`src/rtl/pipe_pkg.sv`:
```
// Shared encodings and default widths for the elastic
// pipeline register and its slot.
package pipe_pkg;

  typedef enum logic [1:0] {
    PS_EMPTY = 2'd0,
    PS_HALF  = 2'd1,
    PS_FULL  = 2'd2
  } ps_state_e;

  localparam int CTRL_W_EXMEM = 2;
  localparam int DATA_W_EXMEM = 40;

endpackage

```
`src/rtl/pipe_slot.sv`:
```
// One storage entry: valid + resettable ctrl + unreset data.
// Clear wins over load.
module pipe_slot #(
  parameter int CTRL_W = 2,
  parameter int DATA_W = 40
) (
  input  logic              clk,
  input  logic              reset_n,
  input  logic              load,
  input  logic              clear,
  input  logic [CTRL_W-1:0] d_ctrl,
  input  logic [DATA_W-1:0] d_data,
  output logic              valid,
  output logic [CTRL_W-1:0] ctrl,
  output logic [DATA_W-1:0] data
);

  logic              valid_q, valid_d;
  logic [CTRL_W-1:0] ctrl_q, ctrl_d;
  logic [DATA_W-1:0] data_q, data_d;

  always_comb begin
    valid_d = valid_q;
    ctrl_d  = ctrl_q;
    data_d  = data_q;
    if (clear) begin
      valid_d = 1'b0;
      ctrl_d  = '0;
    end else if (load) begin
      valid_d = 1'b1;
      ctrl_d  = d_ctrl;
      data_d  = d_data;
    end
  end

  always_ff @(posedge clk or negedge reset_n) begin
    if (!reset_n) begin
      valid_q <= 1'b0;
      ctrl_q  <= '0;
    end else begin
      valid_q <= valid_d;
      ctrl_q  <= ctrl_d;
    end
  end

  // datapath bits are never reset
  always_ff @(posedge clk) begin
    data_q <= data_d;
  end

  assign valid = valid_q;
  assign ctrl  = ctrl_q;
  assign data  = data_q;

endmodule

```
`src/rtl/pipe_stage_reg.sv`:
```
// Elastic pipeline register with flush and an optional
// 2-entry skid buffer that registers in_ready.
module pipe_stage_reg
  import pipe_pkg::*;
#(
  parameter int CTRL_W = CTRL_W_EXMEM,
  parameter int DATA_W = DATA_W_EXMEM,
  parameter int SKID   = 1
) (
  input  logic              clk,
  input  logic              reset_n,
  input  logic              flush,
  input  logic              in_valid,
  output logic              in_ready,
  input  logic [CTRL_W-1:0] in_ctrl,
  input  logic [DATA_W-1:0] in_data,
  output logic              out_valid,
  input  logic              out_ready,
  output logic [CTRL_W-1:0] out_ctrl,
  output logic [DATA_W-1:0] out_data,
  output logic [1:0]        count
);

  logic              in_fire, out_fire;
  logic              main_load, main_clear;
  logic              main_valid;
  logic [CTRL_W-1:0] main_ctrl_d, main_ctrl;
  logic [DATA_W-1:0] main_data_d, main_data;

  assign in_fire  = in_valid & in_ready;
  assign out_fire = out_valid & out_ready;

  pipe_slot #(
    .CTRL_W(CTRL_W),
    .DATA_W(DATA_W)
  ) u_main (
    .clk    (clk),
    .reset_n(reset_n),
    .load   (main_load),
    .clear  (main_clear),
    .d_ctrl (main_ctrl_d),
    .d_data (main_data_d),
    .valid  (main_valid),
    .ctrl   (main_ctrl),
    .data   (main_data)
  );

  if (SKID != 0) begin : g_skid
    ps_state_e         state_q, state_d;
    logic              rdy_q, rdy_d;
    logic              skid_load, skid_clear;
    logic              skid_valid, from_skid;
    logic [CTRL_W-1:0] skid_ctrl;
    logic [DATA_W-1:0] skid_data;

    pipe_slot #(
      .CTRL_W(CTRL_W),
      .DATA_W(DATA_W)
    ) u_skid (
      .clk    (clk),
      .reset_n(reset_n),
      .load   (skid_load),
      .clear  (skid_clear),
      .d_ctrl (in_ctrl),
      .d_data (in_data),
      .valid  (skid_valid),
      .ctrl   (skid_ctrl),
      .data   (skid_data)
    );

    always_comb begin
      state_d    = state_q;
      main_load  = 1'b0;
      main_clear = 1'b0;
      skid_load  = 1'b0;
      skid_clear = 1'b0;
      from_skid  = 1'b0;
      if (flush) begin
        state_d    = PS_EMPTY;
        main_clear = 1'b1;
        skid_clear = 1'b1;
      end else begin
        case (state_q)
          PS_EMPTY: begin
            if (in_fire) begin
              state_d   = PS_HALF;
              main_load = 1'b1;
            end
          end
          PS_HALF: begin
            unique case ({in_fire, out_fire})
              2'b11: main_load = 1'b1;
              2'b10: begin
                state_d   = PS_FULL;
                skid_load = 1'b1;
              end
              2'b01: begin
                state_d    = PS_EMPTY;
                main_clear = 1'b1;
              end
              default: ;
            endcase
          end
          PS_FULL: begin
            if (out_fire && skid_valid) begin
              state_d    = PS_HALF;
              main_load  = 1'b1;
              from_skid  = 1'b1;
              skid_clear = 1'b1;
            end
          end
          default: state_d = PS_EMPTY;
        endcase
      end
      // ready is decided a cycle early, breaking the stall ripple
      rdy_d       = (state_d != PS_FULL);
      main_ctrl_d = from_skid ? skid_ctrl : in_ctrl;
      main_data_d = from_skid ? skid_data : in_data;
    end

    always_ff @(posedge clk or negedge reset_n) begin
      if (!reset_n) begin
        state_q <= PS_EMPTY;
        rdy_q   <= 1'b1;
      end else begin
        state_q <= state_d;
        rdy_q   <= rdy_d;
      end
    end

    assign in_ready = rdy_q;
    assign count    = state_q;
  end else begin : g_single
    assign in_ready    = ~main_valid | out_ready;
    assign main_load   = in_fire;
    assign main_clear  = flush | (out_fire & ~in_fire);
    assign main_ctrl_d = in_ctrl;
    assign main_data_d = in_data;
    assign count       = {1'b0, main_valid};
  end

  assign out_valid = main_valid;
  assign out_ctrl  = main_ctrl & {CTRL_W{main_valid}};
  assign out_data  = main_data;

endmodule

```
`config.mk`:
```
export PLATFORM = sky130hd
export DESIGN_NAME = pipe_stage_reg
export DESIGN_NICKNAME = d
export VERILOG_FILES = /design/src/rtl/pipe_pkg.sv /design/src/rtl/pipe_slot.sv /design/src/rtl/pipe_stage_reg.sv
export SDC_FILE = /design/constraint.sdc
export NUM_CORES = 1
export LEC_CHECK = 0
export CAP_MARGIN = 10
export CORE_MARGIN = 1
export CORE_UTILIZATION = 48
export CTS_CLUSTER_SIZE = 8
export DETAILED_ROUTE_END_ITERATION = 7
export PLACE_DENSITY_LB_ADDON = 0.08
export SLEW_MARGIN = 20
export SYNTH_ARGS = -nofsm -noshare
export SYNTH_HDL_FRONTEND = slang
export SYNTH_HIERARCHICAL = 1
export SYNTH_SLANG_ARGS = --single-unit
```
`constraint.sdc`:
```
create_clock -name clk -period 4.5 [get_ports clk]
set_input_delay 0.675 -clock clk [delete_from_list [all_inputs] [get_ports clk]]
set_output_delay 0.675 -clock clk [all_outputs]
set_load 0.02 [all_outputs]
```
* After elaboration in Yosys (flattened, before gate mapping)
Cells that the tools add are included.
Storage, ports and cells: flip-flop bits (word level) 89, input port bits 47, output and inout port bits 46, logic and storage cells 54
Operators by class: equal/unequal tests 6, muxes and demuxes 29, bitwise operators 5, reduce and logical (&&, ||, !) cells 6
Operators with widths (number):
- 2-to-1 mux 40 bit | 1
- 2-to-1 mux 1 bit | 17
- 2-to-1 mux 2 bit | 8
- equality test 2 bit (second input constant) | 3
- case mux 2 bit (3 select lines) | 1
- equality test 2 x 1 -> 1 bit (second input constant) | 2
- case mux 2 bit (2 select lines) | 1
- AND reduction 2 bit | 2
- nonzero test 2 bit | 2
- case mux 1 bit (3 select lines) | 1
- bitwise AND 1 bit | 2
- bitwise AND 2 bit | 1
- zero test 2 bit | 1
- != test 2 bit (second input constant) | 1
- NOT 1 bit | 2
- logical AND 1 bit | 1

* Logic depth before layout (Yosys ltp)
Gate-level depths: netlist of the first run.
depth after elaboration 8, gate-level depth with buffers 6, depth with buffers taken out 5

* By module
The synthesis of the first run kept the hierarchy.
By module, submodules not included:
- pipe_slot | instances 2, cells an instance 50, area an instance 1317.5 um^2, seq. area each 1276.2 um^2
- pipe_stage_reg | instances 1, cells an instance 72, area an instance 754.5 um^2, seq. area each 76.3 um^2

* Worst setup path after synthesis of the first run
No wires, ideal clock.
path type in2reg, start input port flush, end register u_main.data_q[0] (netlist: u_main/data[0]) (enable), library setup time 442 ps, data arrival time 3233 ps, required time 4058 ps, path slack 825 ps, stages on the path 4, path buffers 1, cells stage by stage clkbuf_1 -> or3_1 -> nand2_1 -> nor2b_1
Between the ends: elaborated cells on any way between the ends 4, those cells by class 2 x mux; 1 x bitwise; 1 x reduce/logical
RTL lines:
- start, declared | RTL line pipe_stage_reg.sv:12 | input logic flush,
- 2-to-1 mux 1 bit | RTL line pipe_stage_reg.sv:78 | if (flush) begin
- net main_load | RTL line pipe_stage_reg.sv:25 | logic main_load, main_clear;
- AND reduction 2 bit (no source line)
- end signal, assigned | RTL line pipe_slot.sv:48 | data_q <= data_d;
- end, declared | RTL line pipe_slot.sv:20 | logic [DATA_W-1:0] data_q, data_d;
The timed path passes the listed nets, and every way through them passes these cells. A chain may end at the register's enable or synchronous reset.

* Final worst setup path of the first run
start input port out_ready, end register g_skid.u_skid.data_q[11] (netlist: g_skid.u_skid/data[11]) (enable)
Between the ends: elaborated cells on any way between the ends 11, those cells by class 1 x eq/ne; 6 x mux; 2 x bitwise; 2 x reduce/logical
RTL lines:
- start, declared | RTL line pipe_stage_reg.sv:18 | input logic out_ready,
- bitwise AND 1 bit | RTL line pipe_stage_reg.sv:31 | assign out_fire = out_valid & out_ready;
- equality test 2 bit | RTL line pipe_stage_reg.sv:91 | unique case ({in_fire, out_fire})
- 2-to-1 mux 1 bit | RTL line pipe_stage_reg.sv:91
- 2-to-1 mux 1 bit | RTL line pipe_stage_reg.sv:83 | case (state_q)
- 2-to-1 mux 1 bit | RTL line pipe_stage_reg.sv:78
- net g_skid.skid_load | RTL line pipe_stage_reg.sv:51 | logic skid_load, skid_clear;
- AND reduction 2 bit (no source line)
- end signal, assigned | RTL line pipe_slot.sv:48
- end, declared | RTL line pipe_slot.sv:20
The timed path passes the listed nets, and every way through them passes these cells.

==> results of run 1 <==
==> path summary, 6_finish.rpt <==
path / start / end / slack [ns] / cells after the start
setup / recovery: out_ready / g_skid.u_skid/data[11]$_DFFE_PP_ / 1.75 / 6
hold / removal: u_main/ctrl[0]$_DFFE_PN0P_ / u_main/ctrl[0]$_DFFE_PN0P_ / 0.53 / 2
setup reg to reg: u_main/valid$_DFFE_PN0P_ / g_skid.u_skid/data[11]$_DFFE_PP_ / 2.06 / 5
hold reg to reg: u_main/ctrl[0]$_DFFE_PN0P_ / u_main/ctrl[0]$_DFFE_PN0P_ / 0.53 / 2
max in group asynchronous: reset_n / in_ready$_DFF_PN1_ / 3.57 / 1
min in group asynchronous: reset_n / u_main/valid$_DFFE_PN0P_ / 0.61 / 1
==> power by group <==
| group | leakage (nW) | total [mW] | switching (mW) | internal [mW] |
|---|---|---|---|---|
| sequential | 0.845 | 0.946 | 0.0123 | 0.933 |
| clock | 0.0974 | 0.529 | 0.273 | 0.257 |
| combinational | 0.625 | 0.164 | 0.0737 | 0.0905 |
| total | 1.57 | 1.64 | 0.359 | 1.28 |
==> worst max-delay path, stage by stage <==
cell             delay (ns)
clkdlybuf4s50_1        0.48
nand2_2                0.15
nand4_1                0.15
nor2_1                 0.32
nor2b_4                0.59
buf_4                  0.39
==> sequential cells by signal, indices dropped and copies added, names as in the netlist <==
| name | flops |
|---|---|
| g_skid.u_skid/data | 40 |
| u_main/data | 40 |
| count | 2 |
| g_skid.u_skid/ctrl | 2 |
| u_main/ctrl | 2 |
| g_skid.u_skid/valid | 1 |
| in_ready | 1 |
| u_main/valid | 1 |
==> cell usage in the layout (no fill, tap or decap), drive strengths merged, types with 2 or more instances in the layout <==
| cell type | netlist | final |
|---|---|---|
| clkinv | 0 | 3 |
| nand3 | 2 | 2 |
| dfrtp | 8 | 8 |
| clkbuf | 1 | 9 |
| and2 | 2 | 2 |
| mux2 | 42 | 42 |
| nand2b | 2 | 2 |
| buf | 4 | 5 |
| nand4 | 2 | 2 |
| edfxtp | 80 | 80 |
| mux2i | 4 | 4 |
| inv | 0 | 2 |
| nor2b | 3 | 3 |
| nor2 | 9 | 9 |
| clkdlybuf4s50 | 0 | 92 |
| nand2 | 3 | 3 |
==> cell families (layout without fill, tap and decap cells) <==
kind of cell / Yosys count / count (layout) / share of synthesized area (%)
flops: 89 / 89 / 77.6
mux: 46 / 46 / 15.1
simple gates: 27 / 27 / 4.73
compound gates: 5 / 5 / 1.14
buf+inv: 5 / 113 / 1.44
==> through the flow <==
stage	util [%]	cells
finish	68.1	376
detailed placement	65.3	360
CTS	68.1	376
global placement	65.3	360
floorplan	-	172
global route	68.1	376
==> layout make-up <==
class                   count  share of cell area, %
flip-flops and latches     89                   56.8
repair buffers             97                   20.7
multi-input cells          78                   15.7
clock buffers               9                   2.68
well taps                  96                   2.60
clock inverters             7                   1.49
==> per-layer routing <==
layer  vias to the layer above  routed length (microns)  GRT usage, %
li1                        881                        -             -
met1                       875                     2590          21.9
met2                        56                     2880          26.8
met3                         6                      328          5.39
met4                         0                       61          6.36
met5                         -                        0             0
==> flow_summary.json, run 1 <==
{
  "outcome": "finished clean",
  "required_ns": 4.53,
  "path_class": "primary input to register",
  "yosysSeqAreaShare_pct": 77.6,
  "rsz0062_at_grt": "false",
  "gp_congestion": 0.865,
  "setup_ws_ns": 1.75,
  "post-place-ws_ns": 1.40,
  "synth_area_sq_um": 3390,
  "nets": 322,
  "clock_insertion_delay_worst_skew_ns": 0.34,
  "netlist_instances": 172,
  "tightest_slew_ns": 0.584,
  "p_total_mw": 1.64,
  "ys_types": 25,
  "dpl_cell_area_sq_um": 4430,
  "initial_core_util_pct": 49.9,
  "fin_crit_ns": 2.75,
  "insertedDiodeCount": 0,
  "synth_top_area_cell": "edfxtp_1",
  "numCtsBuffers": 9,
  "grt_pass1_wl_mm": 9.22,
  "synth.most_common_cell": "edfxtp_1",
  "ys_ff_latch": 89,
  "finalHoldViolations": 0,
  "drt_iter0_drc": 81,
  "synth_edf_count": 80,
  "synthTopCellsByArea": "edfxtp_1 (71%), mux2_2 (13%), dfrtp_1 (5.9%), buf_6 (1.3%), mux2i_1 (1.2%)",
  "synth_area_per_cell_sq_um": 19.7,
  "path_clk_slew_ns": 0.09,
  "dp_hpwl_mm": 4.02,
  "end_kind": "register",
  "vias": 1818,
  "synth_top_cell_area_share_pct": 70.9,
  "synth_warnings": 6,
  "vdd_drop_max_mv": 0.209,
  "grt-ovfl-total": 0,
  "async_flop_share_pct": 10.1,
  "finalSetupViolations": 0,
  "stdcell_area_sq_um": 4630,
  "route.detailed.drc": 0,
  "fin_setup_tns_ns": 0,
  "cts_tree": "done",
  "worstPathArrival_ns": 2.78,
  "row_count": 30,
  "routed_wl_mm": 5.86,
  "synthFlopType": "edfxtp_1",
  "ctsLongestPathBuffers": 2,
  "fillers": 475,
  "max_slew_margin_pct": 61.0,
  "syn_nets": 219,
  "crit_fanout": 21,
  "cts-root-buf": "clkbuf_8",
  "multi_input_comb_area_sq_um": 727,
  "hp-class": "register to register",
  "p_leak_nw": 1.57,
  "die_h_microns": 86.0,
  "fin_crit_sh_pct": 61.1,
  "fmax_mhz": 363,
  "ant_nets": 0,
  "ys_top_cells_by_count": "edfxtp_1 (80), mux2_2 (39), nor2_1 (9)",
  "drive_gt1_share_pct": 22.9,
  "postCtsHoldBufs": 0,
  "clock_skew_ns": 0.00896,
  "io_buffers": 92,
  "antenna_found_initial": 0,
  "vias_per_cell": 4.84,
  "cts_max_level": 3,
  "cts.sinks": 89,
  "cts_resized": 0,
  "dr.pass1.iters": 4,
  "area_growth_pct": 36.5,
  "timing_max_transition_violations_final": 0,
  "start_kind": "primary input",
  "whs_ns": 0.528,
  "die_area_sq_um": 7400,
  "die_w_microns": 86.0,
  "io_pins": 93,
  "core_area_sq_um": 6790,
  "p_per_area_nw_per_um2": 354,
  "grt_max_degree": 29,
  "seqCellArea_sq_um": 2630,
  "grt_pass1_vias": 1853,
  "post_drt_wl_per_cell_microns": 15.6,
  "maxCapViolations": 0,
  "track_usage_pct": 16.9,
  "postCtsSetupBuffers": 0
}
No activity file was read; power rests on OpenSTA's default activity.
==> inputs of run 2 (changes only) <==
Clock period 4.5 ns to 2.75 ns, I/O delays scaled along.
==> flow_summary.json, run 2 (same netlist as run 1, synthesis figures left out) <==
{
  "outcome": "finished clean",
  "p_seq_share_pct": 59.9,
  "route.detailed.drc": 0,
  "layout_commonest_cell": "clkdlybuf4s50_1",
  "path_clk_slew_ns": 0.08,
  "grt_busiest_layer": "met2",
  "fmax_mhz": 491,
  "die_area_sq_um": 7400,
  "use_met3_pct": 3.56,
  "clock_insertion_delay_worst_skew_ns": 0.34,
  "fin_crit_ns": 2.04,
  "io_pins": 93,
  "ctsLongestPathBuffers": 2,
  "gp_congestion": 0.909,
  "grt_use_met1_pct": 23.1,
  "p_comb_share_pct": 10.6,
  "hp-class": "primary input to async pin",
  "postCtsSetupBuffers": 0,
  "drive_gt1_share_pct": 22.1,
  "routed_wl_mm": 6.15,
  "rsz0062_at_grt": "false",
  "area_growth_pct": 36.8,
  "vias": 1863,
  "clock_skew_ns": 0.0127,
  "whs_ns": 0.363,
  "core_area_sq_um": 6790,
  "worstPathArrival_ns": 2.07,
  "layout_common_cells": "clkdlybuf4s50_1 (92), edfxtp_1 (80), mux2_2 (39)",
  "postCtsHoldBufs": 0,
  "stdcell_area_sq_um": 4640,
  "p_clk_share_pct": 29.5,
  "post_drt_wl_per_cell_microns": 16.4,
  "nets": 322,
  "path_class": "primary input to register",
  "io_buffers": 92,
  "fin_crit_sh_pct": 74.0,
  "ant_nets": 0,
  "p_total_mw": 2.59,
  "cts_tree": "done",
  "start_kind": "primary input",
  "p_per_area_nw_per_um2": 558,
  "max_slew_margin_pct": 71.5,
  "crit_fanout": 13,
  "dp_hpwl_mm": 4.06,
  "netSwitchingFraction_pct": 22.5,
  "r2r_cells": 5,
  "grt_pass1_vias": 1846,
  "die_h_microns": 86.0,
  "cts.sinks": 89,
  "grt_pass1_wl_mm": 9.32,
  "required_ns": 2.78,
  "numCtsBuffers": 9,
  "postLayoutCoreUtil_pct": 68.2,
  "switching_power_uw": 582,
  "setup_ws_ns": 0.714,
  "row_count": 30,
  "initial_core_util_pct": 49.9,
  "timing_max_transition_violations_final": 0,
  "dr.pass1.iters": 4,
  "p_leak_nw": 1.56,
  "maxCapViolations": 0,
  "cts_max_level": 3,
  "insertedDiodeCount": 0,
  "finalHoldViolations": 0,
  "die_w_microns": 86.0,
  "end_kind": "register",
  "post-place-ws_ns": 0.383,
  "track_usage_pct": 17.2,
  "cts_resized": 0,
  "grt-ovfl-total": 0,
  "vdd_drop_max_mv": 0.295,
  "fin_setup_tns_ns": 0,
  "layout.cells.non_filler": 376,
  "cts-root-buf": "clkbuf_8",
  "intPower_mw": 2.01,
  "antenna_found_initial": 0,
  "grt_use_met2_pct": 26.8,
  "tightest_slew_ns": 0.426,
  "dp_cells": 360,
  "dpl_cell_area_sq_um": 4470,
  "grt_max_degree": 41,
  "vias_per_cell": 4.95,
  "drt_iter0_drc": 103,
  "finalSetupViolations": 0
}
==> run 2: power by group through the flow <==
stage | combinational, mW | clock, mW | sequential, mW
floorplan | 0.0758 | 0 | 1.61
global placement | 0.270 | 0 | 1.58
detailed placement | 0.274 | 0 | 1.58
CTS | 0.276 | 0.782 | 1.55
global route | 0.292 | 0.833 | 1.55
finish | 0.275 | 0.764 | 1.55
==> run 2: final timing paths <==
path	end	startpoint	slack [ns]
max reg2reg	g_skid.u_skid/data[10]$_DFFE_PP_	count[1]$_DFF_PN0_	0.76
min in group clk	g_skid.u_skid/ctrl[0]$_DFFE_PN0P_	g_skid.u_skid/ctrl[0]$_DFFE_PN0P_	0.53
min reg2reg	g_skid.u_skid/ctrl[0]$_DFFE_PN0P_	g_skid.u_skid/ctrl[0]$_DFFE_PN0P_	0.53
max	u_main/data[9]$_DFFE_PP_	out_ready	0.71
min	u_main/valid$_DFFE_PN0P_	reset_n	0.36
max in group asynchronous	in_ready$_DFF_PN1_	reset_n	2.07
==> run 2: area by class of cell <==
cell class                      instances  area, sq um
Timing Repair Buffer                   97          996
Fill cell                             473         2160
Multi-Input combinational cell         78          727
Tap cell                               96          120
Sequential cell                        89         2630
Clock buffer                           11          131
Clock inverter                          5         32.5
==> run 2: critical path: stages <==
cell             delay [ns]
clkdlybuf4s50_1        0.54
nand2_2                0.11
or3_1                  0.37
nand2_1                0.18
nor2b_4                0.21
buf_4                  0.24
==> run 2: per-layer routing <==
| layer | routed length [microns] | vias up |
|---|---|---|
| li1 | - | 878 |
| met4 | 68 | 0 |
| met3 | 314 | 6 |
| met2 | 2950 | 69 |
| met5 | 0 | - |
| met1 | 2820 | 910 |
==> inputs of run 3 (changes only) <==
Clock period 2.75 ns to 2.1 ns, I/O delays scaled along.
==> flow_summary.json, run 3 (same netlist as run 1, synthesis figures left out) <==
{
  "dr.pass1.iters": 4,
  "area_growth_pct": 42.0,
  "p_comb_share_pct": 10.1,
  "drive_gt1_share_pct": 26.4,
  "die_w_microns": 86.0,
  "required_ns": 2.32,
  "hp-class": "primary input to async pin",
  "path_clk_slew_ns": 0.08,
  "dpl_cell_area_sq_um": 4580,
  "drt_iter0_drc": 56,
  "layout.cells.non_filler": 384,
  "end_kind": "register",
  "cts_max_level": 3,
  "netSwitchingFraction_pct": 19.9,
  "p_leak_nw": 1.64,
  "routed_wl_mm": 6.00,
  "ctsLongestPathBuffers": 2,
  "post_drt_wl_per_cell_microns": 15.6,
  "grt_pass1_vias": 1925,
  "fin_crit_ns": 1.88,
  "initial_core_util_pct": 49.9,
  "postCtsHoldBufs": 0,
  "maxCapViolations": 0,
  "antenna_found_initial": 0,
  "die_area_sq_um": 7400,
  "grt_max_degree": 26,
  "layout_commonest_cell": "clkdlybuf4s50_1",
  "nets": 330,
  "seqCellArea_sq_um": 2630,
  "clock_skew_ns": 0.00862,
  "grt-ovfl-total": 0,
  "worstPathArrival_ns": 2.10,
  "clock_insertion_delay_worst_skew_ns": 0.34,
  "p_clk_share_pct": 35.9,
  "postCtsSetupBuffers": 0,
  "rsz0062_at_grt": "false",
  "multi_input_comb_area_sq_um": 734,
  "core_area_sq_um": 6790,
  "whs_ns": 0.275,
  "start_kind": "register",
  "vdd_drop_max_mv": 0.461,
  "fmax_mhz": 532,
  "grt_pass1_wl_mm": 9.45,
  "post-place-ws_ns": -0.0982,
  "ant_nets": 0,
  "p_seq_share_pct": 54.0,
  "tightest_slew_ns": 0.430,
  "vias_per_cell": 4.86,
  "cts_resized": 0,
  "row_count": 30,
  "io_buffers": 92,
  "route.detailed.drc": 0,
  "fin_crit_sh_pct": 89.6,
  "stdcell_area_sq_um": 4810,
  "cts_tree": "done",
  "p_per_area_nw_per_um2": 780,
  "outcome": "finished clean",
  "gp_congestion": 0.779,
  "setup_ws_ns": 0.219,
  "dp_cells": 368,
  "cts.sinks": 89,
  "numCtsBuffers": 9,
  "cts-root-buf": "clkbuf_8",
  "io_pins": 93,
  "path_class": "register to register",
  "r2r_cells": 6,
  "dp_hpwl_mm": 4.17,
  "intPower_mw": 3.01,
  "max_slew_margin_pct": 71.3,
  "insertedDiodeCount": 0,
  "vias": 1866,
  "finalSetupViolations": 0,
  "crit_fanout": 17,
  "switching_power_uw": 746,
  "track_usage_pct": 17.4,
  "layout_common_cells": "clkdlybuf4s50_1 (92), edfxtp_1 (80), mux2_2 (39)",
  "die_h_microns": 86.0,
  "finalHoldViolations": 0,
  "timing_max_transition_violations_final": 0,
  "fillers": 482
}
-- run 3: cell count changes in the layout (fill, tap and decap cells not counted), moves of 2 or more --
cell,delta
dfrtp_1,-3
dfrtp_2,+3
buf_12,+3
buf_4,+5
bufinv_16,+3
clkinvlp_4,-2
-- run 3: path summary, 6_finish.rpt --
path | start | to | slack, ns
max | count[0]$_DFF_PN0_ | u_main/ctrl[0]$_DFFE_PN0P_ | 0.22
min | reset_n | u_main/ctrl[1]$_DFFE_PN0P_ | 0.28
max reg2reg | count[0]$_DFF_PN0_ | u_main/ctrl[0]$_DFFE_PN0P_ | 0.22
min reg2reg | g_skid.u_skid/ctrl[0]$_DFFE_PN0P_ | g_skid.u_skid/ctrl[0]$_DFFE_PN0P_ | 0.53
max in group asynchronous | reset_n | in_ready$_DFF_PN1_ | 1.50
min in group clk | g_skid.u_skid/ctrl[0]$_DFFE_PN0P_ | g_skid.u_skid/ctrl[0]$_DFFE_PN0P_ | 0.53
-- run 3: power groups by stage --
stage                     registers, mW  clock network [mW]  logic, mW
after floorplan                    2.11                   0      0.105
after global placement             2.07                   0      0.376
after detailed placement           2.07                   0      0.384
after CTS                          2.03                1.39      0.386
after global routing               2.03                1.47      0.406
final                              2.03                1.35      0.380
-- run 3: layout make-up --
| class | count | area share (%) |
|---|---|---|
| Tap cell | 96 | 2.49 |
| Clock buffer | 11 | 2.73 |
| Clock inverter | 5 | 2.13 |
| Sequential cell | 89 | 54.7 |
| Multi-Input combinational cell | 78 | 15.3 |
| Timing Repair Buffer | 105 | 22.7 |
-- run 3: worst max-delay path, cell delays in order, from the launching register on --
cell      delay, ns
dfrtp_2        0.42
nand2b_1       0.21
nor4b_4        0.39
buf_12         0.21
mux2_2         0.34
mux2i_1        0.13
nor2_1         0.05
-- run 3: per-stage QoR --
step / power, mW / util, % / setup TNS (ns)
6_report: 3.76 / 70.9 / 0
4_1_cts: 3.80 / 70.9 / 0
3_3_place_gp: 2.44 / 67.4 / -2.65
3_5_place_dp: 2.45 / 67.4 / -4.28
2_1_floorplan: 2.22 / - / -4.13
5_1_grt: 3.91 / 70.9 / 0
-- run 3: routing by layer --
metal / global-route usage, % / share of wire [%] / vias up
li1: - / - / 892
met1: 21.8 / 43 / 907
met2: 27.8 / 48 / 62
met3: 6.93 / 7.3 / 5
met4: 5.45 / 0.87 / 0
met5: 0 / 0 / -
==> patch, RTL diff (config.mk and constraints of run 1) <==
`CTRL_W_EXMEM`: 2 -> 4.
--- a/src/rtl/pipe_pkg.sv
+++ b/src/rtl/pipe_pkg.sv
@@ -8,7 +8,7 @@
     PS_FULL  = 2'd2
   } ps_state_e;
 
-  localparam int CTRL_W_EXMEM = 2;
+  localparam int CTRL_W_EXMEM = 4;
   localparam int DATA_W_EXMEM = 40;
 
 endpackage
Ports: changed (resized in_ctrl and out_ctrl); port bits go from 93 to 97. No check against the original RTL was run, so the function may have changed too.
==> patch against run 1 <==
Total power up 3.7%; sequential share of layout area down 0.53 points; sequential cell count up 4; routed wire length up 7.9%; non-clock buffer count up 2; count of clock-buffer cells in the layout unchanged; cell area up 4.8%; synthesized area up 6.3%; worst setup slack worse by 130 ps; first-iteration DRC count up 4.9%; worst hold slack better by 10 ps; largest power group unchanged.
==> patch: results (changes against run 1) <==
multiplexer area fraction after synthesis 0.160 (+0.00843); average detailed-routed wire length per instance 15.9 um (+2.1%); share of the yosys chip area belonging to registers 0.758 (-0.0180); share of post-route cells with drive strength above 1 0.205 (-0.0239); synthesized area per cell 19.0 um2 (-3.8%); Clock Skews 9.82 ps (+0.856 ps); Inst Count DP 381 (+5.8%); worst stage delay on the critical path 540 ps (-50 ps); IO buf count 96 (+4.3%); share of async-settable or async-resettable flops after synthesis 0.140 (+0.0387); Max IR drop VDD 0.171 mV (-18%); Crit Path Max Fanout 27 (+29%); Syn Nets 239 (+9.1%); area fraction in compound gates after synthesis 0.0108 (-0.000676); Buffers excl. clock 99 (+2.1%); area occupied by multi-input gates 817 um2 (+12%); total combinational power 0.174 mW (+6%); Filler cells 523 (+10%); fraction of area in clock buffers and inverters 0.0403 (-0.00139); total area of sequential cells 0.00273 mm2 (+3.8%); capture endpoint of the worst hold path g_skid.u_skid/ctrl[0]; Multi-input comb cells 90 (+15%); number of tapcells 99 (+3.1%); Net Sw Power 0.376 mW (+4.7%); Flop+latch power 0.985 mW (+4.1%); global-route wire length before repair 9540 um (+3.5%); Tot GR Track Use 0.168 (-0.00122); number of DRC violations after detailed-routing iteration 0 85 (+4.9%); leading post-synthesis cells by cell area edfxtp_1 (67%), mux2_2 (12%), dfrtp_1 (8.3%); slowest stage cell, crit path clkdlybuf4s50_1; worst hold slack 538 ps (+10.3 ps); number of synthesized register bits 93 (+4.5%); outcome finished, final reports clean; worst slack at placement 1240 ps (-161 ps); half-perimeter wire length after detailed placement 4160 um (+3.4%); leading cell types by count after synthesis edfxtp_1 (80), mux2_2 (38), nor2_1 (13); leak pwr 1.65 nW (+5.4%); combinational group share of total power 0.102 (+0.002)
patch: cell types whose count changed in the layout (fill, tap and decap cells not counted), sizes merged, moves of 4 or more:
cell / change
mux2i: +4
dfrtp: +4
clkdlybuf4s50: +4
nor2: +4
patch: how the worst max path moves through the flow:
| stage | startpoint | endpoint | cells past startpoint |
|---|---|---|---|
| floorplan | flush | u_main/data[0] | 5 |
| global placement | out_ready | u_main/data[3] | 6 |
| detailed placement | out_ready | u_main/data[3] | 6 |
| CTS | out_ready | u_main/data[2] | 6 |
| global route | out_ready | u_main/data[2] | 6 |
| finish | out_ready | u_main/data[2] | 6 |
patch: layer usage:
| layer | track usage | vias to the layer above | part of all wire | wire length [um] |
|---|---|---|---|---|
| li1 | - | 932 | - | - |
| met1 | 0.212 | 999 | 0.46 | 2880 |
| met2 | 0.281 | 52 | 0.50 | 3160 |
| met3 | 0.0336 | 5 | 0.033 | 210 |
| met4 | 0.0748 | 0 | 0.011 | 68 |
| met5 | 0 | - | 0 | 0 |
